===== src/rtl/fwd_regfile_if.sv =====
// Decode/execute boundary bundle for the forwarding register file.
// The pipeline control side takes the master modport and the register file takes the slave modport.
interface fwd_regfile_if #(
    parameter int unsigned DATA_W = 16,
    parameter int unsigned ADDR_W = 4,
    parameter int unsigned NRD    = 2
);
    logic                    id_valid;
    logic [NRD-1:0]          rd_en;
    logic [NRD*ADDR_W-1:0]   rd_addr;
    logic                    ex_wr_en;
    logic                    ex_is_load;
    logic [ADDR_W-1:0]       ex_wr_addr;
    logic [DATA_W-1:0]       ex_wr_data;
    logic                    wb_wr_en;
    logic [ADDR_W-1:0]       wb_wr_addr;
    logic [DATA_W-1:0]       wb_wr_data;
    logic                    hold;
    logic                    flush;
    logic                    stall;
    logic                    exe_valid;
    logic [NRD*DATA_W-1:0]   exe_rd_data;

    modport master (
        output id_valid, rd_en, rd_addr,
        output ex_wr_en, ex_is_load, ex_wr_addr, ex_wr_data,
        output wb_wr_en, wb_wr_addr, wb_wr_data,
        output hold, flush,
        input  stall, exe_valid, exe_rd_data
    );

    modport slave (
        input  id_valid, rd_en, rd_addr,
        input  ex_wr_en, ex_is_load, ex_wr_addr, ex_wr_data,
        input  wb_wr_en, wb_wr_addr, wb_wr_data,
        input  hold, flush,
        output stall, exe_valid, exe_rd_data
    );
endinterface


===== src/rtl/fwd_regfile.sv =====
// Register file with EXE/WB forwarding, load-use stall detection and a registered
// decode/execute output stage that supports hold (with WB refresh) and flush.
module fwd_regfile #(
    parameter int unsigned DATA_W   = 16,
    parameter int unsigned NREG     = 16,
    parameter int unsigned ADDR_W   = 4,
    parameter int unsigned NRD      = 2,
    parameter bit          ZERO_REG = 1'b0
) (
    input logic          clk,
    input logic          rst,
    fwd_regfile_if.slave bus
);
    logic [DATA_W-1:0]     r_mem [NREG];
    logic [NRD*ADDR_W-1:0] r_cap_addr;
    logic [NRD-1:0]        r_cap_en;
    logic                  r_exe_valid;
    logic [NRD*DATA_W-1:0] r_exe_data;

    logic [NRD*DATA_W-1:0] w_opnd;
    logic [NRD*DATA_W-1:0] w_hold_data;
    logic [NRD-1:0]        w_port_stall;
    logic                  w_wb_ok;
    logic                  w_stall;

    // Excluded addresses (out of range, or the hard-wired zero register) never read, write or stall.
    function automatic logic addr_ok(input logic [ADDR_W-1:0] a);
        return (32'(a) < NREG) && !(ZERO_REG && (a == '0));
    endfunction

    always_comb begin
        w_wb_ok      = bus.wb_wr_en && addr_ok(bus.wb_wr_addr);
        w_opnd       = '0;
        w_port_stall = '0;
        w_hold_data  = r_exe_data;
        for (int unsigned i = 0; i < NRD; i++) begin
            if (bus.rd_en[i] && addr_ok(bus.rd_addr[i*ADDR_W +: ADDR_W])) begin
                if (bus.ex_wr_en && !bus.ex_is_load &&
                    (bus.rd_addr[i*ADDR_W +: ADDR_W] == bus.ex_wr_addr)) begin
                    w_opnd[i*DATA_W +: DATA_W] = bus.ex_wr_data;
                end else if (bus.wb_wr_en &&
                             (bus.rd_addr[i*ADDR_W +: ADDR_W] == bus.wb_wr_addr)) begin
                    w_opnd[i*DATA_W +: DATA_W] = bus.wb_wr_data;
                end else begin
                    w_opnd[i*DATA_W +: DATA_W] = r_mem[bus.rd_addr[i*ADDR_W +: ADDR_W]];
                end
                if (bus.ex_wr_en && bus.ex_is_load &&
                    (bus.rd_addr[i*ADDR_W +: ADDR_W] == bus.ex_wr_addr)) begin
                    w_port_stall[i] = 1'b1;
                end
            end
            // A held operand must still see WB results for its captured register.
            if (r_cap_en[i] && w_wb_ok &&
                (r_cap_addr[i*ADDR_W +: ADDR_W] == bus.wb_wr_addr)) begin
                w_hold_data[i*DATA_W +: DATA_W] = bus.wb_wr_data;
            end
        end
        w_stall = bus.id_valid && (|w_port_stall);
    end

    always_ff @(posedge clk) begin
        if (rst) begin
            r_mem       <= '{default: '0};
            r_exe_valid <= 1'b0;
            r_exe_data  <= '0;
            r_cap_addr  <= '0;
            r_cap_en    <= '0;
        end else begin
            if (w_wb_ok) begin
                r_mem[bus.wb_wr_addr] <= bus.wb_wr_data;
            end
            if (bus.flush) begin
                r_exe_valid <= 1'b0;
                r_exe_data  <= '0;
                r_cap_en    <= '0;
            end else if (bus.hold) begin
                r_exe_data  <= w_hold_data;
            end else if (w_stall) begin
                r_exe_valid <= 1'b0;
                r_exe_data  <= '0;
                r_cap_en    <= '0;
            end else begin
                r_exe_valid <= bus.id_valid;
                r_exe_data  <= w_opnd;
                r_cap_addr  <= bus.rd_addr;
                r_cap_en    <= bus.rd_en;
            end
        end
    end

    assign bus.stall       = w_stall;
    assign bus.exe_valid   = r_exe_valid;
    assign bus.exe_rd_data = r_exe_data;
endmodule


===== src/flat_wrapper.sv =====
// flat-port wrapper written by rule: the top's interface ports become plain ports
module fwd_regfile_flat 
#(
    parameter int unsigned DATA_W   = 16,
    parameter int unsigned NREG     = 16,
    parameter int unsigned ADDR_W   = 4,
    parameter int unsigned NRD      = 2,
    parameter bit          ZERO_REG = 1'b0
)
  (clk, rst, bus_id_valid, bus_rd_en, bus_rd_addr, bus_ex_wr_en, bus_ex_is_load, bus_ex_wr_addr, bus_ex_wr_data, bus_wb_wr_en, bus_wb_wr_addr, bus_wb_wr_data, bus_hold, bus_flush, bus_stall, bus_exe_valid, bus_exe_rd_data);
  fwd_regfile_if #(.DATA_W(DATA_W), .ADDR_W(ADDR_W), .NRD(NRD)) bus_i ();
  input logic clk;
  input logic rst;
  input wire logic [$bits(bus_i.id_valid)-1:0] bus_id_valid;
  input wire logic [$bits(bus_i.rd_en)-1:0] bus_rd_en;
  input wire logic [$bits(bus_i.rd_addr)-1:0] bus_rd_addr;
  input wire logic [$bits(bus_i.ex_wr_en)-1:0] bus_ex_wr_en;
  input wire logic [$bits(bus_i.ex_is_load)-1:0] bus_ex_is_load;
  input wire logic [$bits(bus_i.ex_wr_addr)-1:0] bus_ex_wr_addr;
  input wire logic [$bits(bus_i.ex_wr_data)-1:0] bus_ex_wr_data;
  input wire logic [$bits(bus_i.wb_wr_en)-1:0] bus_wb_wr_en;
  input wire logic [$bits(bus_i.wb_wr_addr)-1:0] bus_wb_wr_addr;
  input wire logic [$bits(bus_i.wb_wr_data)-1:0] bus_wb_wr_data;
  input wire logic [$bits(bus_i.hold)-1:0] bus_hold;
  input wire logic [$bits(bus_i.flush)-1:0] bus_flush;
  output wire logic [$bits(bus_i.stall)-1:0] bus_stall;
  output wire logic [$bits(bus_i.exe_valid)-1:0] bus_exe_valid;
  output wire logic [$bits(bus_i.exe_rd_data)-1:0] bus_exe_rd_data;
  assign bus_i.id_valid = bus_id_valid;
  assign bus_i.rd_en = bus_rd_en;
  assign bus_i.rd_addr = bus_rd_addr;
  assign bus_i.ex_wr_en = bus_ex_wr_en;
  assign bus_i.ex_is_load = bus_ex_is_load;
  assign bus_i.ex_wr_addr = bus_ex_wr_addr;
  assign bus_i.ex_wr_data = bus_ex_wr_data;
  assign bus_i.wb_wr_en = bus_wb_wr_en;
  assign bus_i.wb_wr_addr = bus_wb_wr_addr;
  assign bus_i.wb_wr_data = bus_wb_wr_data;
  assign bus_i.hold = bus_hold;
  assign bus_i.flush = bus_flush;
  assign bus_stall = bus_i.stall;
  assign bus_exe_valid = bus_i.exe_valid;
  assign bus_exe_rd_data = bus_i.exe_rd_data;
  fwd_regfile #(.DATA_W(DATA_W), .NREG(NREG), .ADDR_W(ADDR_W), .NRD(NRD), .ZERO_REG(ZERO_REG)) u_core (.clk(clk), .rst(rst), .bus(bus_i));
endmodule

===== config.mk =====
export PLATFORM = sky130hd
export DESIGN_NAME = fwd_regfile_flat
export DESIGN_NICKNAME = d
export VERILOG_FILES = /design/src/rtl/fwd_regfile_if.sv /design/src/rtl/fwd_regfile.sv /design/src/flat_wrapper.sv
export SDC_FILE = /design/constraint.sdc
export NUM_CORES = 1
export LEC_CHECK = 0
export CAP_MARGIN = 20
export CORE_UTILIZATION = 47
export DETAILED_ROUTE_END_ITERATION = 16
export HOLD_SLACK_MARGIN = 0.12
export MAX_ROUTING_LAYER = met4
export PLACE_DENSITY = 0.63
export SLEW_MARGIN = 20
export SYNTH_ARGS = -nofsm -noshare
export SYNTH_HDL_FRONTEND = slang
export SYNTH_SLANG_ARGS = --single-unit

===== constraint.sdc =====
create_clock -name clk -period 6.3 [get_ports clk]
set_input_delay 1.26 -clock clk [delete_from_list [all_inputs] [get_ports clk]]
set_output_delay 1.26 -clock clk [all_outputs]
set_load 0.02 [all_outputs]

==> results.sh <==
export IMPL_status="completed"
export IMPL_finalCritPeriodShare=0.775
export IMPL_pwr_density_cell_nw_per_um2=239
export IMPL_synth_top_area_cell="dfxtp_1"
export IMPL_synth_ff_type="dfxtp_1"
export IMPL_grt_max_degree=134
export IMPL_cts_sinks=299
export IMPL_reg2reg_to="u_core.bus.exe_rd_data[21]"
export IMPL_routed_wirelength_mm=49.1
export IMPL_critPathRequiredTime_ps=5040
export IMPL_drive_gt1_frac=0.150
export IMPL_grt_busiest_layer="met2"
export IMPL_avgRoutedWirePerCell_um=22.9
export IMPL_yosysMostFrequentCell="nand2_1"
export IMPL_finalHoldViolCount=0
export IMPL_grt_use_met1=0.373
export IMPL_dieArea_um2=34100
export IMPL_use_met3=0.0523
export IMPL_rows=66
export IMPL_crit_type="in -> out"
export IMPL_area_delta_synth_final_pct=12.6
export IMPL_place_gp_congestion=0.847
export IMPL_r2r_start="u_core.r_mem[5]"
export IMPL_synth_top_area_share=0.381
export IMPL_synth_common_cells="nand2_1, dfxtp_1, a21oi_1"
export IMPL_placeableCoreArea_um2=32700
export IMPL_relSlewSlack=0.205
export IMPL_synth_cell_types=50
export IMPL_post_cts_resized=0
export IMPL_cts_setup_buffers=0
export IMPL_vias_per_cell=6.09
export IMPL_max_freq_mhz=205
export IMPL_post_synth_main_area_contributors="dfxtp_1, mux4_2, nand2_1, a21oi_1, mux2i_1"
export IMPL_die_w_um=185
export IMPL_layout_nets=1733
export IMPL_detail_route_antenna_nets=0
export IMPL_async_flop_share=0
export IMPL_antenna_found_initial=2
export IMPL_synth_seq_cells=299
export IMPL_seqCellArea_um2=5990
export IMPL_cts_tree="done"
export IMPL_min_path_type="reg -> reg"
export IMPL_rrSetupSlack_ps=4370
export IMPL_fp_dieH_um=185
export IMPL_max_cap_viol_count=0
export IMPL_cts_htree_levels=1
export IMPL_yosysWarnings=0
export IMPL_cts_root_buf="clkbuf_16"
export IMPL_crit_arrival_ps=3620
export IMPL_multi_input_area_um2=9010
export IMPL_critPathMaxFanout=21
export IMPL_final_setup_viol_count=0
export IMPL_tightest_slew_ps=1190
export IMPL_crit_start="bus_rd_addr[6]"
export IMPL_grt_pass1_vias=12543
export IMPL_clk_pin_slew_ps=60
export IMPL_critPathLaunchType="input port"
export IMPL_cts_buffers=31
export IMPL_rsz0062_at_grt="no"
export IMPL_start_util=0.480
export IMPL_avgSynthCellArea_um2=9.20
export IMPL_syn_area_um2=15700
export IMPL_clk_latency_ps=560
export IMPL_netlist_instances=1706
export IMPL_drv_slew=0
export IMPL_p_leak_uw=0.00608
export IMPL_ios=92
export IMPL_drtIter0Drc=1373
export IMPL_synth_edff_count=0
export IMPL_hpwl_mm=30.4
export IMPL_drt_first_pass_iters=5
export IMPL_skew_ps=9.85
export IMPL_grtUsageMet2=0.502
export IMPL_irDropWorstVdd_mv=0.201
export IMPL_syn_nets=1764
export IMPL_grt_pass1_wl_mm=76.1
export IMPL_nFillCells=2892
export IMPL_hold_buffers=0
export IMPL_synth_seq_area_share=0.381
export IMPL_fin_util=0.541
export IMPL_cp_end_kind="output port"
export IMPL_track_usage=0.302
export IMPL_setup_tns_ps=0
export IMPL_period_minus_slack_ps=4880
export IMPL_vias=13032
export IMPL_overflow=0
export IMPL_port_buffer_count=91
export IMPL_clockBufferDepth=3
export IMPL_crit_end="bus_stall"
export IMPL_route_detailed_drc=0
export IMPL_rr_worst_depth=5
## worst min path at each step
stage | startpoint | slack, ps | cells past startpoint | endpoint
4_1_cts | u_core.bus.exe_valid | 450 | 2 | u_core.bus.exe_valid
3_5_place_dp | u_core.bus.exe_valid | 450 | 2 | u_core.bus.exe_valid
2_1_floorplan | u_core.r_mem[16] | 440 | 2 | u_core.r_mem[16]
3_3_place_gp | u_core.bus.exe_valid | 440 | 2 | u_core.bus.exe_valid
6_report | u_core.bus.exe_valid | 450 | 2 | u_core.bus.exe_valid
5_1_grt | u_core.bus.exe_valid | 480 | 2 | u_core.bus.exe_valid
## metal layers
metal	vias to the layer above	part of all wire	wire length (µm)
met5	-	0	0
met3	136	0.084	4150
met2	608	0.49	24000
li1	5931	-	-
met4	0	0.033	1630
met1	6357	0.39	19400
## critical path: stages
cell and delay (ps):
clkdlybuf4s50_1 450, buf_4 380, xor2_1 140, nor4_2 360, a22oi_4 180, nor3b_1 220, clkdlybuf4s50_1 630
## flip-flops by register name, summed over array words and instances (netlist names)
signal                  count
u_core.r_mem              256
u_core.bus.exe_rd_data     32
u_core.r_cap_addr           8
u_core.r_cap_en             2
u_core.bus.exe_valid        1
## cell usage in the layout (no fill, tap or decap), types with 2 or more instances in the layout
master / count
and2_1: 2
bufinv_16: 3
nor2b_1: 5
clkbuf_16: 31
buf_4: 19
inv_1: 2
nor2_2: 2
nand2b_1: 4
and3_1: 18
nand3_1: 12
nand3_2: 3
dfxtp_1: 299
diode_2: 2
o21ai_1: 17
a21oi_1: 229
clkinv_2: 5
clkdlybuf4s50_1: 85
mux2i_1: 76
a41oi_2: 2
buf_8: 4
a211o_1: 15
nor3_1: 20
nand2_1: 473
xnor2_1: 4
nor2_1: 107
o31ai_1: 14
buf_2: 3
xor2_1: 19
or3_1: 4
clkbuf_1: 8
clkbuf_8: 9
a31oi_1: 16
mux4_2: 156
o211ai_1: 2
or2_2: 2
nor2_4: 2
nor3_4: 6
## cell type report
cell class	instances	share of cell area
Inverter	2	0.000425
Antenna cell	2	0.000283
Timing Repair Buffer	112	0.0612
Tap cell	442	0.0313
Clock buffer	47	0.0518
Sequential cell	299	0.339
Multi-Input combinational cell	1229	0.510
Clock inverter	8	0.00651
## where the power goes
group | total (µW) | internal (µW) | switching [µW]
sequential | 1940 | 1920 | 20.4
combinational | 415 | 155 | 260
clock | 1870 | 1110 | 757
## stage by stage
step                worst slack, ps  hold slack, ps  std cells  total power (µW)  cell area (µm²)
finish                         1420             448       2141              4230            17700
global route                   1290             476       2141              4360            17700
CTS                            1430             453       2137              4240            17600
detailed placement             1450             445       2082              2390            16600
global placement               1430             440       2080              2390            16600
floorplan                      2340             443       1706              2260            15700
## cells by family after synthesis
kind of cell,synth area share
xor gates and xnor gates,0.0139
and+or+nand+nor,0.171
muxes,0.273
AOI/OAI and AO/OA,0.108
buffers and inverters,0.0520
DFF,0.381
No activity file was read; power rests on OpenSTA's default activity.
